==> config.mk <==
export PLATFORM = sky130hd
export DESIGN_NAME = hash_lookup_stage_flat
export DESIGN_NICKNAME = d
export VERILOG_FILES = /design/src/rtl/hash_pkg.sv /design/src/rtl/hash_lookup_stage_if.sv /design/src/rtl/hash_lookup_stage.sv /design/src/flat_wrapper.sv
export SDC_FILE = /design/constraint.sdc
export NUM_CORES = 1
export LEC_CHECK = 0
export CAP_MARGIN = 25
export CORE_MARGIN = 3
export CORE_UTILIZATION = 40
export DETAILED_ROUTE_END_ITERATION = 10
export GPL_TIMING_DRIVEN = 0
export PLACE_DENSITY = 0.85
export SETUP_SLACK_MARGIN = 0.15
export SLEW_MARGIN = 20
export SYNTH_ARGS = -nofsm -noshare
export SYNTH_HDL_FRONTEND = slang
export SYNTH_SLANG_ARGS = --single-unit
==> constraint.sdc <==
create_clock -name clk -period 5.9 [get_ports clk]
set_input_delay 1.77 -clock clk [delete_from_list [all_inputs] [get_ports clk]]
set_output_delay 1.77 -clock clk [all_outputs]
set_load 0.01 [all_outputs]
==> src/rtl/hash_pkg.sv <==
// Shared configuration, table entry layout and the XOR-fold address hash
// for the hash lookup stage.
package hash_pkg;

  localparam int KEY_W = 32;
  localparam int VAL_W = 16;
  localparam int DEPTH = 512;
  localparam int AW    = $clog2(DEPTH);
  localparam int EW    = 1 + KEY_W + VAL_W;

  localparam int STAT_W = 32;

  // Upper bounds the generic fold works within.
  localparam int HASH_MAX_KEY_W = 256;
  localparam int HASH_MAX_AW    = 32;

  typedef struct packed {
    logic             vld;
    logic [KEY_W-1:0] key;
    logic [VAL_W-1:0] value;
  } entry_t;

  // Key bit b lands on address bit (b mod aw), which is the XOR of all aw-bit
  // slices taken LSB first, with the last slice zero-padded.
  function automatic logic [HASH_MAX_AW-1:0] fold_hash(
    input logic [HASH_MAX_KEY_W-1:0] key,
    input int                        key_w,
    input int                        aw
  );
    logic [HASH_MAX_AW-1:0] h;
    h = '0;
    for (int b = 0; b < HASH_MAX_KEY_W; b++) begin
      if (b < key_w) h[b % aw] ^= key[b];
    end
    return h;
  endfunction

endpackage

==> src/rtl/hash_lookup_stage_if.sv <==
// Key-in, RAM read port and result-out signals of the hash lookup stage.
// slave = the stage itself, master = its environment.
interface hash_lookup_stage_if
  import hash_pkg::*;
#(
    parameter int KEY_W = hash_pkg::KEY_W,
    parameter int VAL_W = hash_pkg::VAL_W,
    parameter int AW    = hash_pkg::AW
);
    localparam int EW = 1 + KEY_W + VAL_W;

    logic [KEY_W-1:0] in_key;
    logic             in_valid;
    logic             in_ready;

    logic [AW-1:0]    ram_rd_addr;
    logic             ram_rd_en;
    logic [EW-1:0]    ram_rd_data;

    logic [KEY_W-1:0] out_key;
    logic             out_hit;
    logic [VAL_W-1:0] out_value;
    logic             out_valid;
    logic             out_ready;

    modport slave (
        input  in_key, in_valid, ram_rd_data, out_ready,
        output in_ready, ram_rd_addr, ram_rd_en,
               out_key, out_hit, out_value, out_valid
    );

    modport master (
        output in_key, in_valid, ram_rd_data, out_ready,
        input  in_ready, ram_rd_addr, ram_rd_en,
               out_key, out_hit, out_value, out_valid
    );
endinterface

==> src/rtl/hash_lookup_stage.sv <==
// Hashes keys to a table address, issues the RAM read, and compares the entry
// one cycle later. Optional hit/lookup counters under HASH_LOOKUP_STATS_EN.
module hash_lookup_stage
  import hash_pkg::*;
#(
    parameter int KEY_W = hash_pkg::KEY_W,
    parameter int VAL_W = hash_pkg::VAL_W,
    parameter int DEPTH = hash_pkg::DEPTH
) (
    input  logic                     clk,
    input  logic                     rst,
    hash_lookup_stage_if.slave       bus
`ifdef HASH_LOOKUP_STATS_EN
    ,
    input  logic                     stat_clr,
    output logic [STAT_W-1:0]        stat_lookups,
    output logic [STAT_W-1:0]        stat_hits
`endif
);
    localparam int AW = $clog2(DEPTH);
    localparam int EW = 1 + KEY_W + VAL_W;

    logic             s1_valid_q, s1_valid_d;
    logic [KEY_W-1:0] s1_key_q,   s1_key_d;
    logic             in_ready;
    logic             accept;

    logic             ent_vld;
    logic [KEY_W-1:0] ent_key;
    logic [VAL_W-1:0] ent_value;
    logic             hit;

    // NOTE: every always_comb output gets a default before any branch, so no
    // path leaves a variable unassigned and no latch is inferred.
    always_comb begin
        in_ready   = !s1_valid_q || bus.out_ready;
        accept     = bus.in_valid && in_ready;
        s1_valid_d = s1_valid_q;
        s1_key_d   = s1_key_q;
        if (accept) begin
            s1_valid_d = 1'b1;
            s1_key_d   = bus.in_key;
        end else if (bus.out_ready) begin
            s1_valid_d = 1'b0;
        end
    end

    // NOTE: sequential state uses non-blocking assignments so every flop
    // samples pre-edge values regardless of process ordering.
    always_ff @(posedge clk or posedge rst) begin
        if (rst) begin
            s1_valid_q <= 1'b0;
            s1_key_q   <= '0;
        end else begin
            s1_valid_q <= s1_valid_d;
            s1_key_q   <= s1_key_d;
        end
    end

    // Withholding rd_en under stall keeps the RAM output register frozen.
    assign bus.in_ready    = in_ready;
    assign bus.ram_rd_en   = accept;
    assign bus.ram_rd_addr = AW'(fold_hash(HASH_MAX_KEY_W'(bus.in_key), KEY_W, AW));

    // NOTE: the table RAM is never reset; its stale output is harmless because
    // every use below is qualified by s1_valid_q.
    assign ent_vld   = bus.ram_rd_data[EW-1];
    assign ent_key   = bus.ram_rd_data[EW-2 -: KEY_W];
    assign ent_value = bus.ram_rd_data[VAL_W-1:0];
    assign hit       = s1_valid_q && ent_vld && (ent_key == s1_key_q);

    assign bus.out_valid = s1_valid_q;
    assign bus.out_key   = s1_valid_q ? s1_key_q : '0;
    assign bus.out_hit   = hit;
    assign bus.out_value = hit ? ent_value : '0;

`ifdef HASH_LOOKUP_STATS_EN
    logic [STAT_W-1:0] stat_lookups_q, stat_lookups_d;
    logic [STAT_W-1:0] stat_hits_q,    stat_hits_d;
    logic              out_fire;

    always_comb begin
        out_fire       = s1_valid_q && bus.out_ready;
        stat_lookups_d = stat_lookups_q;
        stat_hits_d    = stat_hits_q;
        if (stat_clr) begin
            stat_lookups_d = '0;
            stat_hits_d    = '0;
        end else if (out_fire) begin
            if (stat_lookups_q != '1) stat_lookups_d = stat_lookups_q + 1'b1;
            if (hit && stat_hits_q != '1) stat_hits_d = stat_hits_q + 1'b1;
        end
    end

    always_ff @(posedge clk or posedge rst) begin
        if (rst) begin
            stat_lookups_q <= '0;
            stat_hits_q    <= '0;
        end else begin
            stat_lookups_q <= stat_lookups_d;
            stat_hits_q    <= stat_hits_d;
        end
    end

    assign stat_lookups = stat_lookups_q;
    assign stat_hits    = stat_hits_q;
`endif

endmodule

==> src/flat_wrapper.sv <==
// flat-port wrapper written by rule: the top's interface ports become plain ports
module hash_lookup_stage_flat import hash_pkg::*;
#(
    parameter int KEY_W = hash_pkg::KEY_W,
    parameter int VAL_W = hash_pkg::VAL_W,
    parameter int DEPTH = hash_pkg::DEPTH
)
  (clk, rst, bus_in_key, bus_in_valid, bus_ram_rd_data, bus_out_ready, bus_in_ready, bus_ram_rd_addr, bus_ram_rd_en, bus_out_key, bus_out_hit, bus_out_value, bus_out_valid);
  hash_lookup_stage_if #(.KEY_W(KEY_W), .VAL_W(VAL_W), .AW((9))) bus_i ();
  input  logic clk;
  input  logic rst;
  input wire logic [$bits(bus_i.in_key)-1:0] bus_in_key;
  input wire logic [$bits(bus_i.in_valid)-1:0] bus_in_valid;
  input wire logic [$bits(bus_i.ram_rd_data)-1:0] bus_ram_rd_data;
  input wire logic [$bits(bus_i.out_ready)-1:0] bus_out_ready;
  output wire logic [$bits(bus_i.in_ready)-1:0] bus_in_ready;
  output wire logic [$bits(bus_i.ram_rd_addr)-1:0] bus_ram_rd_addr;
  output wire logic [$bits(bus_i.ram_rd_en)-1:0] bus_ram_rd_en;
  output wire logic [$bits(bus_i.out_key)-1:0] bus_out_key;
  output wire logic [$bits(bus_i.out_hit)-1:0] bus_out_hit;
  output wire logic [$bits(bus_i.out_value)-1:0] bus_out_value;
  output wire logic [$bits(bus_i.out_valid)-1:0] bus_out_valid;
  assign bus_i.in_key = bus_in_key;
  assign bus_i.in_valid = bus_in_valid;
  assign bus_i.ram_rd_data = bus_ram_rd_data;
  assign bus_i.out_ready = bus_out_ready;
  assign bus_in_ready = bus_i.in_ready;
  assign bus_ram_rd_addr = bus_i.ram_rd_addr;
  assign bus_ram_rd_en = bus_i.ram_rd_en;
  assign bus_out_key = bus_i.out_key;
  assign bus_out_hit = bus_i.out_hit;
  assign bus_out_value = bus_i.out_value;
  assign bus_out_valid = bus_i.out_valid;
  hash_lookup_stage #(.KEY_W(KEY_W), .VAL_W(VAL_W), .DEPTH(DEPTH)) u_core (.clk(clk), .rst(rst), .bus(bus_i));
endmodule
* Word level (Yosys, flattened, before mapping)
Index checks and enable logic that the tools add are counted.
W data, S select, Z words.
** Word-level totals
- Flip-flop bits (word level) :: 33
- Output and inout bits :: 61
** Cells by class
- Bitwise logic cells :: 23
- Mux-type cells :: 4
- Equal/unequal tests :: 1
- Reductions and logical operators :: 6
** Operators by type and width (count)
- $eq A32 B32 Y1 :: 1
- $mux W32 :: 1
- $xor A1 B1 Y1 :: 23
- $mux W16 :: 1
- $logic_and A1 B1 Y1 :: 3
- $mux W1 :: 2
- $reduce_bool A2 Y1 :: 1
- $logic_not A1 Y1 :: 1
- $logic_or A1 B1 Y1 :: 1

* Depth between registers and ports, before layout
- Word-level depth :: 4
- Depth in mapped cells :: 5
- Depth with buffers taken out :: 4

* Least setup slack after synthesis
No wires, ideal clock.
- Path kind :: in2out
- Start :: input bus_ram_rd_data[20]
- End :: output bus_out_value[10]
- Data required time :: 4.130 ns
- Arrival time :: 2.975 ns
- Path buffers :: 1
- Cell stages on the path :: 5
- Setup slack :: 1.155 ns
- Path through :: and2b_4 a2111oi_4 nand4_2 buf_6 nor4_2
** Between the ends
- Longest elaborated chain between the ends :: 3
** Ends and longest elaborated chain
- start: declaration :: RTL line flat_wrapper.sv:14 : input wire logic [$bits(bus_i.ram_rd_data)-1:0] bus_ram_rd_data;
- $eq A32 B32 Y1 :: RTL line hash_lookup_stage.sv:70 : assign hit = s1_valid_q && ent_vld && (ent_key == s1_key_q);
- $logic_and A1 B1 Y1 :: RTL line hash_lookup_stage.sv:70
- $mux W16 :: RTL line hash_lookup_stage.sv:75 : assign bus.out_value = hit ? ent_value : '0;
- end: declaration :: RTL line flat_wrapper.sv:21 : output wire logic [$bits(bus_i.out_value)-1:0] bus_out_value;
No other way between the ends.

* Worst setup path in the final report
- Start :: input bus_ram_rd_data[18]
- End :: output bus_out_value[8]
Same word-level chain as after synthesis.

==> out/metrics.cfg <==
[final_layout]
drive_gt1_share_pct = 18.1
post-route-util_pct = 72.6
antenna_cells = 0
fin_nets = 460
design_area_um2 = 4020
instances_no_fill = 448
fill_cells = 449
area_growth_pct = 74.5

[setup_path]
critPathBufInv = 4
crit_family = buffers and inverters
cp.required_ns = 4.13
path_cells = clkdlybuf4s50_1, xor2_1, nor4_2, nand4_1, buf_4, buf_4, nor4_2, dlygate4sd2_1
cpMaxStageDelayCell = clkdlybuf4s50_1
cp_max_fo = 10
start_kind = input port
crit_type = in2out
max_stage_delay_ns = 0.43
crit_path_end_kind = output port
arrival_ns = 3.80
r2r_setup_slack_ns = 4.21

[pwr]
power_density_nw_per_um2 = 200
p_leak_uw = 0.00174
ir_drop_uv = 158

[clock_network]
path_clk_slew_ns = 0.07
clkSinkCount = 33
cts_tree = done
root_buffer = clkbuf_8
cts_made_buffers = 5
htreeDepth = 2
clkLatencyLatePin_ns = 0.28
clk_path_buf_depth = 2
cts_hold_buffers = 0

[timing]
layout_min_cycle_time_ns = 5.57
timing.fmax_ghz = 0.180
max_slew.worst_pin.slew_ns = 0.727
rsz0062_at_grt = false
relSlewSlack_pct = 51.5
drv_slew = 0
final.setup.tns_ns = 0
period_share_pct = 94.3
holdWs_ns = 0.547
clock_skew_ns = 0.00400
setup_viol = 0
hold_viol_final = 0

[logic_synthesis]
syn_nets = 303
synth_top_area_share_pct = 35.8
yosys.area_share.adder_pct = 0
synth-seq-cells = 33
synth-main-ff-cell = dfrtp_1
synth_area_leaders = dfrtp_1, mux2_2, xor2_1
syn_area_um2 = 2300
synth_edf_count = 0
synth_area_leader_cell = dfrtp_1
synthMuxAreaShare_pct = 15.1
synth_compound_area_share_pct = 2.33
avgSynthCellArea_um2 = 10.6
synth_xor_area_share_pct = 19.0
yosysWarningCount = 0
synthSimpleGateAreaFrac_pct = 21.7
synth_top_family_by_area = simple AND/OR/NAND/NOR gates
syn_inst = 218
yosysUniqueCellTypes = 28
synth-async-reset-ratio_pct = 100
yosysSeqAreaShare_pct = 35.8

[grt]
grt_overflow = 0
grt_pass1_vias = 2226
use_met3_pct = 9.10
antenna_found_initial = 0
grtUsageMet2_pct = 40.8
track_usage_pct = 22.1
grt_max_degree = 34
met1_usage_pct = 23.1
top_usage_layer = met2
grt_pass1_wl_mm = 11.0

[die]
start_util_pct = 41.6
die_w_um = 81.9
rows = 27
fp.coreArea_um2 = 5540
io_pins = 146
dieArea_um2 = 6710
chipHeight_um = 81.9

[drt]
vias = 2165
drt_drc_violations_left = 0
final_antenna_net_count = 0
avgViaCountPerCell = 4.83
wl_per_cell_um = 16.8
drt-pass1-iter-count = 6
drt_iter0_drc = 87
routed_wl_mm = 7.52

[min_path]
worst_hold_path_type = reg2reg

[placement]
dp_hpwl_mm = 5.93
dpl.cell_count = 435
io_buffers = 145
place.gp.congestion = 0.767
placed_cell_area_um2 = 3850

[outcome]
run_status = finished, final reports clean

[run]
max_cap_violations = 0

kinds of logic after synthesis:
kind of cell | count (synthesis)
AND/OR/NAND/NOR | 69
XOR/XNOR | 50
flip-flops | 33
multiplexers | 31
buffers and inverters | 31
AO/OA/AOI/OAI | 4
flip-flops by register name, indices dropped and copies added (netlist names):
signal                flops
u_core.bus.out_valid      1
u_core.s1_key_q          32
Yosys cell counts (2+ instances only):
master    number
nor4_1        12
nor4_2         8
nand2b_1       3
clkbuf_1       3
buf_6          2
or2b_1         2
inv_1         22
nor3_1         2
mux2_2        31
nand2_1        2
dfrtp_1       33
xor2_1        30
nand4_1        2
and2_1        31
xnor2_1       20
buf_2          3
final timing paths:
path,to,startpoint,cells after the start
max,bus_out_value[8],bus_ram_rd_data[18],8
min,u_core.s1_key_q[3],u_core.s1_key_q[3],1
max reg2reg,u_core.s1_key_q[20],u_core.bus.out_valid,4
min reg2reg,u_core.s1_key_q[3],u_core.s1_key_q[3],1
max in group asynchronous,u_core.s1_key_q[1],rst,2
min in group asynchronous,u_core.s1_key_q[26],rst,2
layer usage:
layer,up-vias,routed length (um)
li1,1044,-
met1,1009,2790
met2,104,3770
met3,8,878
met4,0,78
met5,-,0
metrics by stage:
| step | setup slack (ns) | power (uW) |
|---|---|---|
| floorplan | 1.15 | 431 |
| global placement | -0.119 | 602 |
| detailed placement | -0.137 | 610 |
| CTS | 0.162 | 808 |
| global route | 0.238 | 849 |
| finish | 0.335 | 803 |
area by class of cell:
type	count	area, um2	share of cell area (%)
timing repair buffer	150	1480	36.9
multi-input combinational	154	1380	34.4
sequential	33	826	20.5
clock buffer	7	96.3	2.40
tap	72	90.1	2.24
inverter	22	82.6	2.05
buffer	9	56.3	1.40
clock inverter	1	5.00	0.124
where the power goes:
part | switching (uW) | leakage (uW) | internal, uW
combinational | 124 | 0.00130 | 199
sequential | 31.2 | 0.000386 | 259
clock | 84.6 | 0.0000542 | 105
total | 240 | 0.00174 | 563
placed cells by master (no fill, tap or decap), drive strengths merged:
cell type / Yosys / layout
a2111oi: 1 / 1
a222oi: 1 / 1
and2: 32 / 32
and2b: 1 / 1
buf: 6 / 11
clkbuf: 3 / 10
clkdlybuf4s50: 0 / 128
clkinv: 0 / 1
dfrtp: 33 / 33
dlygate4sd2: 0 / 13
dlymetal6s2s: 0 / 4
inv: 22 / 22
mux2: 31 / 31
nand2: 2 / 2
nand2b: 3 / 3
nand3: 1 / 1
nand4: 3 / 3
nor2: 1 / 1
nor2b: 1 / 1
nor3: 2 / 2
nor4: 21 / 21
o2111a: 1 / 1
o21ai: 1 / 1
or2b: 2 / 2
xnor2: 20 / 20
xor2: 30 / 30
repair_timing:
item | in CTS | in global routing
gates cloned | 0 | 0
endpoints found under the setup margin | 17 | 4
pin swaps | 3 | 2
gates resized for setup | 17 | 6
buffers inserted | 3 | 2
(Power assumes the default switching activity.)
